===== src/rtl/cnn_pkg.sv =====
// cnn_pkg: fixed-point types, FSM states and requant helper
// shared by the CNN layer engines.
package cnn_pkg;

  localparam int DATA_WIDTH = 16;
  localparam int FRAC_BITS  = 7;

  typedef logic signed [DATA_WIDTH-1:0] data_t;

  typedef enum logic [2:0] {
    S_IDLE,
    S_BIAS,
    S_MAC,
    S_LAST,
    S_WRITE,
    S_FINISH
  } dense_st_t;

  // Floor shift, then clamp into a dw-bit signed range.
  function automatic logic signed [63:0] sat_shift(
    input logic signed [63:0] acc,
    input int                 frac,
    input int                 dw
  );
    logic signed [63:0] sh;
    logic signed [63:0] hi;
    logic signed [63:0] lo;
    sh = acc >>> frac;
    hi = (64'sd1 <<< (dw - 1)) - 64'sd1;
    lo = -(64'sd1 <<< (dw - 1));
    if (sh > hi) sh = hi;
    else if (sh < lo) sh = lo;
    return sh;
  endfunction

endpackage


===== src/rtl/dense_layer_if.sv =====
// dense_layer_if: start/done control plus pool, weight,
// bias and logit buffer ports of the dense layer engine.
interface dense_layer_if #(
  parameter int DATA_WIDTH = 16,
  parameter int IN_AW      = 11,
  parameter int W_AW       = 14,
  parameter int OUT_AW     = 4
);

  logic                         start;
  logic [IN_AW-1:0]             in_addr;
  logic                         in_en;
  logic signed [DATA_WIDTH-1:0] in_q;
  logic [W_AW-1:0]              w_addr;
  logic                         w_en;
  logic signed [DATA_WIDTH-1:0] w_q;
  logic [OUT_AW-1:0]            b_addr;
  logic                         b_en;
  logic signed [DATA_WIDTH-1:0] b_q;
  logic [OUT_AW-1:0]            out_addr;
  logic                         out_en;
  logic                         out_we;
  logic signed [DATA_WIDTH-1:0] out_d;
  logic                         busy;
  logic                         done;

  modport master (
    input  start, in_q, w_q, b_q,
    output in_addr, in_en, w_addr, w_en,
    output b_addr, b_en,
    output out_addr, out_en, out_we, out_d,
    output busy, done
  );

  modport slave (
    output start, in_q, w_q, b_q,
    input  in_addr, in_en, w_addr, w_en,
    input  b_addr, b_en,
    input  out_addr, out_en, out_we, out_d,
    input  busy, done
  );

endinterface


===== src/rtl/dense_mac.sv =====
// dense_mac: registered signed MAC with clear,
// bias-load (pre-scaled to the Q format) and accumulate.
module dense_mac
  import cnn_pkg::*;
#(
  parameter int DATA_WIDTH = cnn_pkg::DATA_WIDTH,
  parameter int FRAC_BITS  = cnn_pkg::FRAC_BITS,
  parameter int ACC_W      = 2 * DATA_WIDTH + 12
) (
  input  logic                         clk,
  input  logic                         rst_n,
  input  logic                         clr,
  input  logic                         load,
  input  logic                         acc_en,
  input  logic signed [DATA_WIDTH-1:0] bias,
  input  logic signed [DATA_WIDTH-1:0] a,
  input  logic signed [DATA_WIDTH-1:0] b,
  output logic signed [ACC_W-1:0]      acc
);

  logic signed [2*DATA_WIDTH-1:0] prod;

  assign prod = a * b;

  always_ff @(posedge clk or negedge rst_n) begin
    if (!rst_n) begin
      acc <= '0;
    end else if (clr) begin
      acc <= '0;
    end else if (load) begin
      acc <= ACC_W'(bias) <<< FRAC_BITS;
    end else if (acc_en) begin
      acc <= acc + ACC_W'(prod);
    end
  end

endmodule


===== src/rtl/dense_layer.sv =====
// dense_layer: one-neuron-at-a-time FC engine, one MAC/cycle.
// DENSE_RELU_EN clamps negative logits to zero.
module dense_layer
  import cnn_pkg::*;
#(
  parameter int DATA_WIDTH = cnn_pkg::DATA_WIDTH,
  parameter int FRAC_BITS  = cnn_pkg::FRAC_BITS,
  parameter int IN_DIM     = 1568,
  parameter int OUT_DIM    = 10,
  parameter int IN_AW      = $clog2(IN_DIM),
  parameter int W_AW       = $clog2(IN_DIM * OUT_DIM),
  parameter int OUT_AW     =
    (OUT_DIM > 1) ? $clog2(OUT_DIM) : 1
) (
  input logic          clk,
  input logic          reset,
  dense_layer_if.master bus
);

  localparam int ACC_W =
    2 * DATA_WIDTH + $clog2(IN_DIM) + 1;

  localparam logic [IN_AW-1:0] I_LAST =
    IN_AW'(IN_DIM - 1);
  localparam logic [OUT_AW-1:0] O_LAST =
    OUT_AW'(OUT_DIM - 1);
  localparam logic [W_AW-1:0] W_STEP = W_AW'(IN_DIM);

  dense_st_t st_q, st_nx;

  logic [OUT_AW-1:0] o_q, o_nx;
  logic [IN_AW-1:0]  i_q, i_nx;
  logic [W_AW-1:0]   base_q, base_nx;

  logic [IN_AW-1:0]  in_addr_q, in_addr_nx;
  logic [W_AW-1:0]   w_addr_q, w_addr_nx;
  logic [OUT_AW-1:0] b_addr_q, b_addr_nx;
  logic [OUT_AW-1:0] out_addr_q, out_addr_nx;
  logic signed [DATA_WIDTH-1:0] out_d_q, out_d_nx;

  logic in_en_q, in_en_nx;
  logic w_en_q, w_en_nx;
  logic b_en_q, b_en_nx;
  logic out_en_q, out_en_nx;
  logic out_we_q, out_we_nx;
  logic busy_q, busy_nx;
  logic done_q, done_nx;

  // Read data lands one cycle after the registered enable.
  logic b_v_q;
  logic m_v_q;

  logic signed [ACC_W-1:0]      acc;
  logic signed [DATA_WIDTH-1:0] rq;

  dense_mac #(
    .DATA_WIDTH (DATA_WIDTH),
    .FRAC_BITS  (FRAC_BITS),
    .ACC_W      (ACC_W)
  ) u_mac (
    .clk    (clk),
    .rst_n  (reset),
    .clr    (st_q == S_IDLE),
    .load   (b_v_q),
    .acc_en (m_v_q),
    .bias   (bus.b_q),
    .a      (bus.in_q),
    .b      (bus.w_q),
    .acc    (acc)
  );

  always_comb begin
    rq = DATA_WIDTH'(
      sat_shift(64'(acc), FRAC_BITS, DATA_WIDTH));
`ifdef DENSE_RELU_EN
    if (rq < 0) rq = '0;
`endif
  end

  always_comb begin
    st_nx       = st_q;
    o_nx        = o_q;
    i_nx        = i_q;
    base_nx     = base_q;
    in_addr_nx  = in_addr_q;
    w_addr_nx   = w_addr_q;
    b_addr_nx   = b_addr_q;
    out_addr_nx = out_addr_q;
    out_d_nx    = out_d_q;
    busy_nx     = busy_q;
    in_en_nx    = 1'b0;
    w_en_nx     = 1'b0;
    b_en_nx     = 1'b0;
    out_en_nx   = 1'b0;
    out_we_nx   = 1'b0;
    done_nx     = 1'b0;
    unique case (st_q)
      S_IDLE: begin
        if (bus.start) begin
          o_nx      = '0;
          i_nx      = '0;
          base_nx   = '0;
          b_addr_nx = '0;
          b_en_nx   = 1'b1;
          busy_nx   = 1'b1;
          st_nx     = S_BIAS;
        end
      end
      S_BIAS: begin
        i_nx       = '0;
        in_addr_nx = '0;
        w_addr_nx  = base_q;
        in_en_nx   = 1'b1;
        w_en_nx    = 1'b1;
        st_nx      = S_MAC;
      end
      S_MAC: begin
        if (i_q == I_LAST) begin
          st_nx = S_LAST;
        end else begin
          i_nx       = i_q + 1'b1;
          in_addr_nx = i_q + 1'b1;
          w_addr_nx  = w_addr_q + 1'b1;
          in_en_nx   = 1'b1;
          w_en_nx    = 1'b1;
        end
      end
      S_LAST: begin
        st_nx = S_WRITE;
      end
      S_WRITE: begin
        out_addr_nx = o_q;
        out_en_nx   = 1'b1;
        out_we_nx   = 1'b1;
        out_d_nx    = rq;
        if (o_q == O_LAST) begin
          st_nx = S_FINISH;
        end else begin
          o_nx      = o_q + 1'b1;
          base_nx   = base_q + W_STEP;
          b_addr_nx = o_q + 1'b1;
          b_en_nx   = 1'b1;
          st_nx     = S_BIAS;
        end
      end
      S_FINISH: begin
        done_nx = 1'b1;
        busy_nx = 1'b0;
        st_nx   = S_IDLE;
      end
      default: st_nx = S_IDLE;
    endcase
  end

  always_ff @(posedge clk or negedge reset) begin
    if (!reset) begin
      st_q       <= S_IDLE;
      o_q        <= '0;
      i_q        <= '0;
      base_q     <= '0;
      in_addr_q  <= '0;
      w_addr_q   <= '0;
      b_addr_q   <= '0;
      out_addr_q <= '0;
      out_d_q    <= '0;
      in_en_q    <= 1'b0;
      w_en_q     <= 1'b0;
      b_en_q     <= 1'b0;
      out_en_q   <= 1'b0;
      out_we_q   <= 1'b0;
      busy_q     <= 1'b0;
      done_q     <= 1'b0;
      b_v_q      <= 1'b0;
      m_v_q      <= 1'b0;
    end else begin
      st_q       <= st_nx;
      o_q        <= o_nx;
      i_q        <= i_nx;
      base_q     <= base_nx;
      in_addr_q  <= in_addr_nx;
      w_addr_q   <= w_addr_nx;
      b_addr_q   <= b_addr_nx;
      out_addr_q <= out_addr_nx;
      out_d_q    <= out_d_nx;
      in_en_q    <= in_en_nx;
      w_en_q     <= w_en_nx;
      b_en_q     <= b_en_nx;
      out_en_q   <= out_en_nx;
      out_we_q   <= out_we_nx;
      busy_q     <= busy_nx;
      done_q     <= done_nx;
      b_v_q      <= b_en_q;
      m_v_q      <= in_en_q;
    end
  end

  assign bus.in_addr  = in_addr_q;
  assign bus.in_en    = in_en_q;
  assign bus.w_addr   = w_addr_q;
  assign bus.w_en     = w_en_q;
  assign bus.b_addr   = b_addr_q;
  assign bus.b_en     = b_en_q;
  assign bus.out_addr = out_addr_q;
  assign bus.out_en   = out_en_q;
  assign bus.out_we   = out_we_q;
  assign bus.out_d    = out_d_q;
  assign bus.busy     = busy_q;
  assign bus.done     = done_q;

endmodule


===== src/flat_wrapper.sv =====
// flat-port wrapper written by rule: the top's interface ports become plain ports
module dense_layer_flat import cnn_pkg::*;
#(
  parameter int DATA_WIDTH = cnn_pkg::DATA_WIDTH,
  parameter int FRAC_BITS  = cnn_pkg::FRAC_BITS,
  parameter int IN_DIM     = 1568,
  parameter int OUT_DIM    = 10,
  parameter int IN_AW      = $clog2(IN_DIM),
  parameter int W_AW       = $clog2(IN_DIM * OUT_DIM),
  parameter int OUT_AW     =
    (OUT_DIM > 1) ? $clog2(OUT_DIM) : 1
)
  (clk, reset, bus_start, bus_in_q, bus_w_q, bus_b_q, bus_in_addr, bus_in_en, bus_w_addr, bus_w_en, bus_b_addr, bus_b_en, bus_out_addr, bus_out_en, bus_out_we, bus_out_d, bus_busy, bus_done);
  dense_layer_if #(.DATA_WIDTH(DATA_WIDTH), .IN_AW(IN_AW), .W_AW(W_AW), .OUT_AW(OUT_AW)) bus_i ();
  input logic clk;
  input logic reset;
  input wire logic [$bits(bus_i.start)-1:0] bus_start;
  input wire logic [$bits(bus_i.in_q)-1:0] bus_in_q;
  input wire logic [$bits(bus_i.w_q)-1:0] bus_w_q;
  input wire logic [$bits(bus_i.b_q)-1:0] bus_b_q;
  output wire logic [$bits(bus_i.in_addr)-1:0] bus_in_addr;
  output wire logic [$bits(bus_i.in_en)-1:0] bus_in_en;
  output wire logic [$bits(bus_i.w_addr)-1:0] bus_w_addr;
  output wire logic [$bits(bus_i.w_en)-1:0] bus_w_en;
  output wire logic [$bits(bus_i.b_addr)-1:0] bus_b_addr;
  output wire logic [$bits(bus_i.b_en)-1:0] bus_b_en;
  output wire logic [$bits(bus_i.out_addr)-1:0] bus_out_addr;
  output wire logic [$bits(bus_i.out_en)-1:0] bus_out_en;
  output wire logic [$bits(bus_i.out_we)-1:0] bus_out_we;
  output wire logic [$bits(bus_i.out_d)-1:0] bus_out_d;
  output wire logic [$bits(bus_i.busy)-1:0] bus_busy;
  output wire logic [$bits(bus_i.done)-1:0] bus_done;
  assign bus_i.start = bus_start;
  assign bus_i.in_q = bus_in_q;
  assign bus_i.w_q = bus_w_q;
  assign bus_i.b_q = bus_b_q;
  assign bus_in_addr = bus_i.in_addr;
  assign bus_in_en = bus_i.in_en;
  assign bus_w_addr = bus_i.w_addr;
  assign bus_w_en = bus_i.w_en;
  assign bus_b_addr = bus_i.b_addr;
  assign bus_b_en = bus_i.b_en;
  assign bus_out_addr = bus_i.out_addr;
  assign bus_out_en = bus_i.out_en;
  assign bus_out_we = bus_i.out_we;
  assign bus_out_d = bus_i.out_d;
  assign bus_busy = bus_i.busy;
  assign bus_done = bus_i.done;
  dense_layer #(.DATA_WIDTH(DATA_WIDTH), .FRAC_BITS(FRAC_BITS), .IN_DIM(IN_DIM), .OUT_DIM(OUT_DIM), .IN_AW(IN_AW), .W_AW(W_AW), .OUT_AW(OUT_AW)) u_core (.clk(clk), .reset(reset), .bus(bus_i));
endmodule

===== config.mk =====
export PLATFORM = sky130hd
export DESIGN_NAME = dense_layer_flat
export DESIGN_NICKNAME = d
export VERILOG_FILES = /design/src/rtl/cnn_pkg.sv /design/src/rtl/dense_layer_if.sv /design/src/rtl/dense_mac.sv /design/src/rtl/dense_layer.sv /design/src/flat_wrapper.sv
export SDC_FILE = /design/constraint.sdc
export NUM_CORES = 1
export LEC_CHECK = 0
export CORE_ASPECT_RATIO = 1.1
export CORE_MARGIN = 2
export CORE_UTILIZATION = 35
export DETAILED_ROUTE_END_ITERATION = 8
export PLACE_DENSITY = 0.5
export SETUP_SLACK_MARGIN = 0.4
export SLEW_MARGIN = 10
export SYNTH_ARGS = -nofsm -noshare
export SYNTH_HDL_FRONTEND = slang
export SYNTH_HIERARCHICAL = 1
export SYNTH_SLANG_ARGS = --single-unit

===== constraint.sdc =====
create_clock -name clk -period 6.34 [get_ports clk]
set_clock_uncertainty 0.2 [all_clocks]
set_input_delay 1.585 -clock clk [delete_from_list [all_inputs] [get_ports clk]]
set_output_delay 1.585 -clock clk [all_outputs]
set_load 0.1 [all_outputs]

# ---- Word level (Yosys, flattened, before mapping)
# Index checks and enable logic that the tools add are counted.
dict set report word_totals {
  ff_bits 128
  in_bits 51
  out_inout_bits 56
  word_cells 76
}
dict set report classes {
  add_sub_neg 5
  mul 1
  n_lt_le_gt_ge 2
  eq_ne 11
  mux 30
  n_reduce_logical 11
}
# operator count
set op_table {}
lappend op_table {{$mux W44} 3}
lappend op_table {{$pmux W14 S2} 2}
lappend op_table {{$add A44 B32 Y44} 1}
lappend op_table {{$mux W14} 3}
lappend op_table {{$gt A37 B16 Y1 const B} 1}
lappend op_table {{$lt A37 B16 Y1 const B} 1}
lappend op_table {{$pmux W11 S3} 1}
lappend op_table {{$mul A16 B16 Y32} 1}
lappend op_table {{$mux W16} 2}
lappend op_table {{$mux W11} 2}
lappend op_table {{$pmux W11 S2} 1}
lappend op_table {{$pmux W3 S5} 1}
lappend op_table {{$add A14 B1 Y14 const B} 1}
lappend op_table {{$add A14 B11 Y14 const B} 1}
lappend op_table {{$add A11 B1 Y11 const B} 1}
lappend op_table {{$eq A11 B11 Y1 const B} 1}
lappend op_table {{$mux W3} 3}
lappend op_table {{$mux W4} 2}
lappend op_table {{$pmux W4 S2} 1}
lappend op_table {{$eq A3 B2 Y1 const B} 2}
lappend op_table {{$eq A3 B3 Y1 const B} 2}
lappend op_table {{$mux W1} 6}
lappend op_table {{$ne A2 B2 Y1 const B} 3}
lappend op_table {{$pmux W1 S2} 3}
lappend op_table {{9 further kinds} 15}

# ---- Depth between registers and ports, before layout
# Gate-level depths: netlist of the first run.
dict set report depth {
  word_depth 5
  ltp_mapped 25
  mapped_depth_nobuf 24
}

# ---- By module
# Netlist of the first run, hierarchy kept.
# mod n_inst cells_per_inst area_per_inst_um2 seq_area_each_um2
set modules_own_cells {}
lappend modules_own_cells {dense_mac 1 1638 15053.2 1101.1}
lappend modules_own_cells {dense_layer 1 411 4023.9 1976.9}

# ---- Worst setup path after synthesis of the first run
# Ideal clock, no wire load.
dict set report synth_path {
  path_kind {input -> register}
  from {input port bus_in_q[15]}
  to {register u_core.u_mac.acc[41]}
  setup_ns 0.122
  t_arrival_ns 7.936
  t_required_ns 6.018
  slack_ns -1.917
  cell_stages 23
  path_buffers 1
  path_cell_list {clkbuf_1 > nand2_1 > inv_1 > fa_1 > inv_1 > fa_1 > fa_1 > fa_1 > inv_1 > fa_1 > inv_1 > fa_1 > inv_1 > ha_1 > a21oi_1 > nor2b_1 > o21ai_0 > nand2b_1 > a211oi_1 > o21ai_2 > a21o_1 > or4_1 > a32o_1}
}
dict set report synth_via {
  elab_chain_len 5
}
# element line
set synth_rtl {}
lappend synth_rtl {{from (decl)} flat_wrapper.sv:18} ;# input wire logic [$bits(bus_i.in_q)-1:0] bus_in_q;
lappend synth_rtl {{$mul A16 B16 Y32} dense_mac.sv:23} ;# assign prod = a * b;
lappend synth_rtl {{$add A44 B32 Y44} dense_mac.sv:33} ;# acc <= acc + ACC_W'(prod);
lappend synth_rtl {{$mux W44} dense_mac.sv:32} ;# end else if (acc_en) begin
lappend synth_rtl {{$mux W44} dense_mac.sv:30} ;# end else if (load) begin
lappend synth_rtl {{$mux W44} dense_mac.sv:28} ;# end else if (clr) begin
lappend synth_rtl {{to (signal assigned)} dense_mac.sv:31} ;# acc <= ACC_W'(bias) <<< FRAC_BITS;
lappend synth_rtl {{to (signal assigned)} dense_mac.sv:33}
lappend synth_rtl {{to (decl)} dense_mac.sv:18} ;# output logic signed [ACC_W-1:0] acc
# Every way passes these cells. The select of a mux whose other input is x is not followed.
# A chain may end at the register's enable or synchronous reset.

# ---- Final worst setup path of the first run
dict set report layout_path {
  from {input port bus_w_q[6]}
  to {register u_core.u_mac.acc[39]}
}
dict set report layout_via {
  elab_chain_len 5
}
# element line
set layout_rtl {}
lappend layout_rtl {{from (decl)} flat_wrapper.sv:19} ;# input wire logic [$bits(bus_i.w_q)-1:0] bus_w_q;
lappend layout_rtl {{$mul A16 B16 Y32} dense_mac.sv:23}
lappend layout_rtl {{$add A44 B32 Y44} dense_mac.sv:33}
lappend layout_rtl {{$mux W44} dense_mac.sv:32}
lappend layout_rtl {{$mux W44} dense_mac.sv:30}
lappend layout_rtl {{$mux W44} dense_mac.sv:28}
# Every way passes these cells. The select of a mux whose other input is x is not followed.

==> results of run 1 <==
[Yosys cell counts, types with 6 or more instances]
master       n
a211oi_1    10
a21o_1      27
a21oi_1     77
a221o_1     10
a221oi_1     6
a22o_1       7
a31oi_1     24
and2_1     131
and3_1       7
and4_1       7
buf_1        6
buf_2        9
clkbuf_1    65
dfrtp_1    123
fa_1       346
ha_1       128
inv_1      447
mux2i_1     15
nand2_1    197
nand2b_1    13
nand3_1     38
nand4_1     21
nor2_1      92
nor2b_1      7
nor3_1      14
nor4_1       7
o21a_1       6
o21ai_0     47
o21bai_1    10
o2bb2ai_1    8
xnor2_1     37
xor2_1      21
[worst min path at each step]
| stage | startpoint | cells past startpoint | slack, ns | endpoint |
|---|---|---|---|---|
| 2_1_floorplan | u_core/i_q[0] | 1 | 0.27 | u_core/bus.in_addr[0] |
| 3_3_place_gp | u_core/bus.b_en | 0 | 0.17 | u_core/b_v_q |
| 3_5_place_dp | u_core/bus.b_en | 0 | 0.18 | u_core/b_v_q |
| 4_1_cts | u_core/bus.b_en | 0 | 0.20 | u_core/b_v_q |
| 5_1_grt | u_core/bus.b_en | 0 | 0.21 | u_core/b_v_q |
| 6_report | u_core/bus.b_en | 0 | 0.19 | u_core/b_v_q |
[layout by cell type (no fill, tap or decap), types with 12 or more instances in the layout]
master	count
clkdlybuf4s50_1	73
mux2i_1	15
and2_4	39
clkbuf_16	17
and2_1	93
o21ai_0	21
a21o_1	27
xnor2_1	28
xor2_1	21
fa_1	317
fa_2	29
o21ai_1	19
nand2_2	20
nand2_1	171
inv_1	397
a21oi_1	62
nand3_1	35
a31oi_1	22
nand2b_1	12
nand4_1	21
buf_4	242
nor2_1	79
inv_2	48
ha_1	96
buf_12	29
dfrtp_1	122
buf_6	65
ha_4	29
[cell families after synthesis]
logic type	Yosys count	synth area share [%]
and+or+nand+nor	559	14.63
buffers and inverters	534	10.72
adders and majority gates	474	44.70
AOI/OAI and AO/OA	286	10.36
DFF	123	16.13
xor gates and xnor gates	58	2.663
muxes	15	0.7870
[layout make-up]
class	instances	area, um2	area share [%]
Clock buffer	22	464.2	1.799
Clock inverter	10	163.9	0.6354
Sequential cell	123	3079	11.94
Timing Repair Buffer	441	4298	16.66
Inverter	449	1694	6.567
Tap cell	728	910.9	3.531
Multi-Input combinational cell	1392	15190	58.87
[routing by layer]
metal	GRT usage (%)	part of all wire, %	vias to the layer above
met1	27.54	45	7559
met4	5.752	2.4	6
met2	33.04	49	200
met5	0	0.071	-
li1	-	-	7161
met3	2.937	3.5	66
[what timing repair did]
item / 4_1_cts / 5_1_grt
buffers inserted: 82 / 20
gates cloned: 7 / 0
gates resized for setup: 303 / 82
setup endpoints to repair: 37 / 37
pin swaps: 154 / 98
[flip-flops by register name, summed over array words and instances (netlist names)]
register             count
u_core/bus.b_addr        4
u_core/bus.busy          1
u_core/base_q            9
u_core/m_v_q             1
u_core/st_q              3
u_core/bus.out_we        1
u_core/i_q              11
u_core/bus.in_addr      11
u_core/bus.w_en          1
u_core/bus.out_d        16
u_core/u_mac/acc        44
u_core/bus.w_addr       14
u_core/bus.out_addr      4
u_core/bus.done          1
u_core/b_v_q             1
u_core/bus.b_en          1
[through the flow]
stage                     setup slack (ns)  cells  util, %
after floorplan                     -1.300   2049        -
after global placement              -2.130   3024    43.25
after detailed placement            -2.152   3024    43.25
after CTS                           -1.302   3145    47.10
after global routing                -1.347   3165    47.96
final                               -1.193   3165    47.96
[critical path, stage by stage]
cell	delay [ns]
buf_12	0.11
buf_12	0.13
buf_8	0.12
and2_4	0.15
fa_1	0.53
inv_1	0.05
fa_1	0.47
fa_1	0.52
inv_1	0.05
fa_1	0.47
fa_1	0.52
inv_2	0.04
fa_1	0.51
inv_2	0.05
ha_4	0.28
buf_6	0.09
and3_4	0.18
and2_4	0.16
nand2_4	0.07
o31a_1	0.30
and4b_4	0.23
o221a_4	0.23
o21ai_4	0.13
buf_4	0.14
o21ai_1	0.07
xnor2_1	0.12
a221o_1	0.31
==> results_dict.tcl, run 1 <==
set metrics [dict create \
    grt_max_degree 64 \
    hpwl_mm 42.26 \
    n_antenna_cell 0 \
    start_util_pct 35.47 \
    maxSlewViolCount 0 \
    grt_pass1_vias 16410 \
    cp_data_required_time_ns 6.45 \
    end_kind "flip-flop" \
    syn_nets 2574 \
    max_clock_freq_ghz 0.1327 \
    grt_usage_pct 20.11 \
    yosys_warnings 6 \
    clk_pin_slew_ns 0.06 \
    reg2reg_depth 20 \
    status "finished, violations left" \
    gp_congestion 0.8259 \
    grt_antenna_before_repair 3 \
    drive_above_1_share_pct 28.03 \
    die_h_um 248.9 \
    violations "negative setup slack" \
    final.fill_count 5055 \
    critPathKind "primary input to flip-flop" \
    die_w_um 226.6 \
    overflow 0 \
    area_growth_pct 35.23 \
    drtPass1Iterations 4 \
    start_kind "primary input" \
    route.detailed.drc 0 \
    critPathLaunch "bus_w_q[6]" \
    max_cap_violations 0 \
    post_drt_wl_per_cell_um 16.86 \
    synth_area_leaders "fa_1, dfrtp_1, inv_1" \
    ys_ff_latch 123 \
    period_minus_slack_ns 7.533 \
    io_pins 107 \
    timing.hold.ws_ns 0.1863 \
    synthesis.area_mm2 0.01908 \
    syn_inst 2049 \
    hold_viol 0 \
    synthDominantCellAreaShare_pct 36.31 \
    maxSlewHeadroom_pct 16.56 \
    finalInstanceArea_mm2 0.02580 \
    hold_buffers 0 \
    worstReg2RegEnd "u_core/u_mac/acc[41]" \
    rsz0062_at_grt "yes" \
    synth_cell_types 83 \
    cts-root-buf "clkbuf_16" \
    finalCritPeriodShare_pct 118.8 \
    setup_viol 34 \
    fin_ws_ns -1.193 \
    die-area_mm2 0.05639 \
    tritoncts "done" \
    tightest_slew_ns 1.249 \
    yosysTopAreaCell "fa_1" \
    crit_arrival_ns 7.64 \
    routed_wl_mm 53.37 \
    r2r-start "u_core/u_mac/acc[15]" \
    rows 89 \
    port_buffers 106 \
    cts_buffers 17 \
    drt-vias-per-instance 4.737 \
    clockBufferDepth 2 \
    grt_pass1_wl_mm 89.78 \
    synth_area_per_cell_um2 9.310 \
    yosysSeqAreaShare_pct 16.13 \
    clock_sinks 123 \
    hp-class "flip-flop to flip-flop" \
    cp-endpoint "u_core/u_mac/acc[39]" \
    async_reset_ff_share_pct 100.0 \
    post_dp_cell_area_mm2 0.02326 \
    cp_max_fo 5 \
    drt_first_iter_violations 543 \
    vias 14990 \
    finalSetupTns_ns -29.09 \
    ant_nets 0 \
    htree_levels 4 \
    layout.nets 2949 \
    core_area_mm2 0.05379 \
    synth-edff-count 0 \
    r2r_slack_ns 0.51 \
    synth_ff_type "dfrtp_1" \
    clk_latency_ns 0.43 \
]
Power of run 1 is not shown: default switching activity piles up to over one toggle a cycle in this logic, so the estimate is an artifact.
==> run 2, diff against run 1 <==
--- a/config.mk
+++ b/config.mk
@@ -7,9 +7,9 @@
 export LEC_CHECK = 0
 export CORE_ASPECT_RATIO = 1.1
 export CORE_MARGIN = 2
-export CORE_UTILIZATION = 35
+export CORE_UTILIZATION = 63
 export DETAILED_ROUTE_END_ITERATION = 8
-export PLACE_DENSITY = 0.5
+export PLACE_DENSITY = 0.82
 export SETUP_SLACK_MARGIN = 0.4
 export SLEW_MARGIN = 10
 export SYNTH_ARGS = -nofsm -noshare
==> run 2 against run 1 <==
Net effect:
- the run still ends with negative setup slack left
- worst setup slack got worse by 0.44 ns
- final cell count is 11% lower
- non-clock buffer count rose by 19
- core utilization grew 38 points
- register-to-register slack worse by 0.44 ns
- flip-flop and latch count stayed put
- die area down 44%
- first-iteration DRC count rose to 4.7 times the previous value
==> results_dict.tcl, run 2 (synthesized netlist as in run 1, its figures left out) <==
set metrics [dict create \
    hold_viol 0 \
    max_clock_freq_ghz 0.1254 \
    violations "negative setup slack" \
    grt_antenna_before_repair 3 \
    rsz0062_at_grt "yes" \
    ant_nets 0 \
    fin_util_pct 86.01 \
    routed_wl_mm 71.25 \
    cts_buffers 17 \
    status "finished, violations left" \
    clk_latency_ns 0.43 \
    wl_met1_mm 22.54 \
    topRoutingLayerUsed "met5" \
    port_buffers 106 \
    end_kind "flip-flop" \
    grt_max_degree 77 \
    io_pins 107 \
    tightest_slew_ns 1.093 \
    drtPass1Iterations 8 \
    clockBufferDepth 2 \
    maxSlewViolCount 0 \
    grt_pass1_wl_mm 98.83 \
    rows 66 \
    htree_levels 4 \
    clk_pin_slew_ns 0.06 \
    post_drt_wl_per_cell_um 25.16 \
    die-area_mm2 0.03169 \
    drive_above_1_share_pct 31.15 \
    vias 18300 \
    cp_max_fo 4 \
    tritoncts "done" \
    cts-root-buf "clkbuf_16" \
    clock_sinks 123 \
    max_cap_violations 0 \
    dr_wl_met3_mm 8.023 \
    route.detailed.drc 0 \
    area_growth_pct 34.03 \
    reg2reg_depth 20 \
    crit_arrival_ns 8.08 \
    worstReg2RegEnd "u_core/u_mac/acc[41]" \
    die_h_um 186.5 \
    die_w_um 169.9 \
    setup_viol 36 \
    start_util_pct 64.17 \
    post_dp_cell_area_mm2 0.02269 \
    drt_first_iter_violations 2554 \
    grt_pass1_vias 19130 \
    final.fill_count 1288 \
    start_kind "primary input" \
    hpwl_mm 39.65 \
    cp_data_required_time_ns 6.45 \
    grt_usage_pct 39.67 \
    finalCritPeriodShare_pct 125.8 \
    period_minus_slack_ns 7.977 \
    r2r-start "u_core/u_mac/acc[15]" \
    layout_common_cells "inv_1, fa_1, buf_4" \
    critPathKind "primary input to flip-flop" \
    largest_register "u_core/u_mac/acc" \
    fin_ws_ns -1.637 \
    core_area_mm2 0.02973 \
    largest_reg_flops 44 \
    hp-class "flip-flop to flip-flop" \
    final_common_cell "inv_1" \
    overflow 0 \
    hold_buffers 0 \
    drt-vias-per-instance 6.461 \
    critPathLaunch "bus_w_q[2]" \
    cp-endpoint "u_core/u_mac/acc[41]" \
    maxSlewHeadroom_pct 26.89 \
    gp_congestion 0.8803 \
    r2r_slack_ns 0.07 \
    layout.nets 2968 \
    met2_length_mm 33.02 \
    finalInstanceArea_mm2 0.02557 \
]
[run 2: cell count changes in the layout (fill, tap and decap cells not counted), sizes merged]
cell / change
clkinv: -1
bufbuf: -3
clkinvlp: +1
diode: +2
clkbuf: -5
buf: +23
clkdlybuf4s15: -4
bufinv: -4
inv: +9
dlygate4sd2: +3
[run 2: routing by layer]
| metal | up-vias | track usage [%] |
|---|---|---|
| met5 | - | 0 |
| met4 | 6 | 22.72 |
| li1 | 7201 | - |
| met2 | 1560 | 66.56 |
| met1 | 8837 | 47.23 |
| met3 | 694 | 8.653 |
[run 2: worst min-delay path by stage]
stage                     slack (ns)  cells past startpoint             from                     to
final                           0.19                      0  u_core/bus.b_en           u_core/b_v_q
after CTS                       0.19                      0  u_core/bus.b_en           u_core/b_v_q
after floorplan                 0.27                      1    u_core/i_q[0]  u_core/bus.in_addr[0]
after global routing            0.19                      0  u_core/bus.b_en           u_core/b_v_q
after detailed placement        0.17                      0  u_core/bus.b_en           u_core/b_v_q
after global placement          0.16                      0  u_core/bus.b_en           u_core/b_v_q
[run 2: worst max-delay path, stage by stage]
cell and delay [ns]:
buf_2 0.11, buf_12 0.14, nand2_4 0.08, inv_2 0.12, fa_2 0.67, inv_4 0.09
fa_1 0.54, fa_1 0.43, inv_1 0.10, fa_2 0.47, fa_1 0.60, inv_2 0.06
fa_1 0.54, inv_2 0.06, ha_4 0.24, a21oi_4 0.14, o211ai_1 0.12, a221o_1 0.38
nand2b_1 0.14, and4b_4 0.29, o221a_4 0.22, o21ai_4 0.07, a21o_1 0.18, or4_1 0.41
a32o_1 0.26
[run 2: layout make-up]
type                       count  area (um2)  area share (%)
antenna                        2       5.005         0.01957
clock buffer                  17       425.4           1.664
clock inverter                15       143.9          0.5627
inverter                     449        1697           6.635
multi-input combinational   1392       15430           60.36
sequential                   123        3078           12.04
tap                          374       467.9           1.830
timing repair buffer         460        4318           16.89
[run 2: stage by stage]
| stage | instances | setup WS, ns | hold slack [ns] | setup TNS [ns] |
|---|---|---|---|---|
| 2_1_floorplan | 2049 | -1.300 | 0.2719 | -19.86 |
| 4_1_cts | 2805 | -1.198 | 0.1862 | -26.88 |
| 3_3_place_gp | 2670 | -2.029 | 0.1614 | -54.76 |
| 5_1_grt | 2830 | -1.830 | 0.1910 | -47.93 |
| 6_report | 2832 | -1.637 | 0.1853 | -43.36 |
| 3_5_place_dp | 2670 | -2.152 | 0.1672 | -57.95 |
[run 2: repair_timing]
| item | CTS | global route |
|---|---|---|
| pin swaps | 174 | 108 |
| resized for setup | 385 | 112 |
| buffers inserted | 95 | 25 |
| gates cloned | 8 | 0 |
| setup endpoints to repair | 37 | 38 |
Power of run 2 is left out for the same reason.
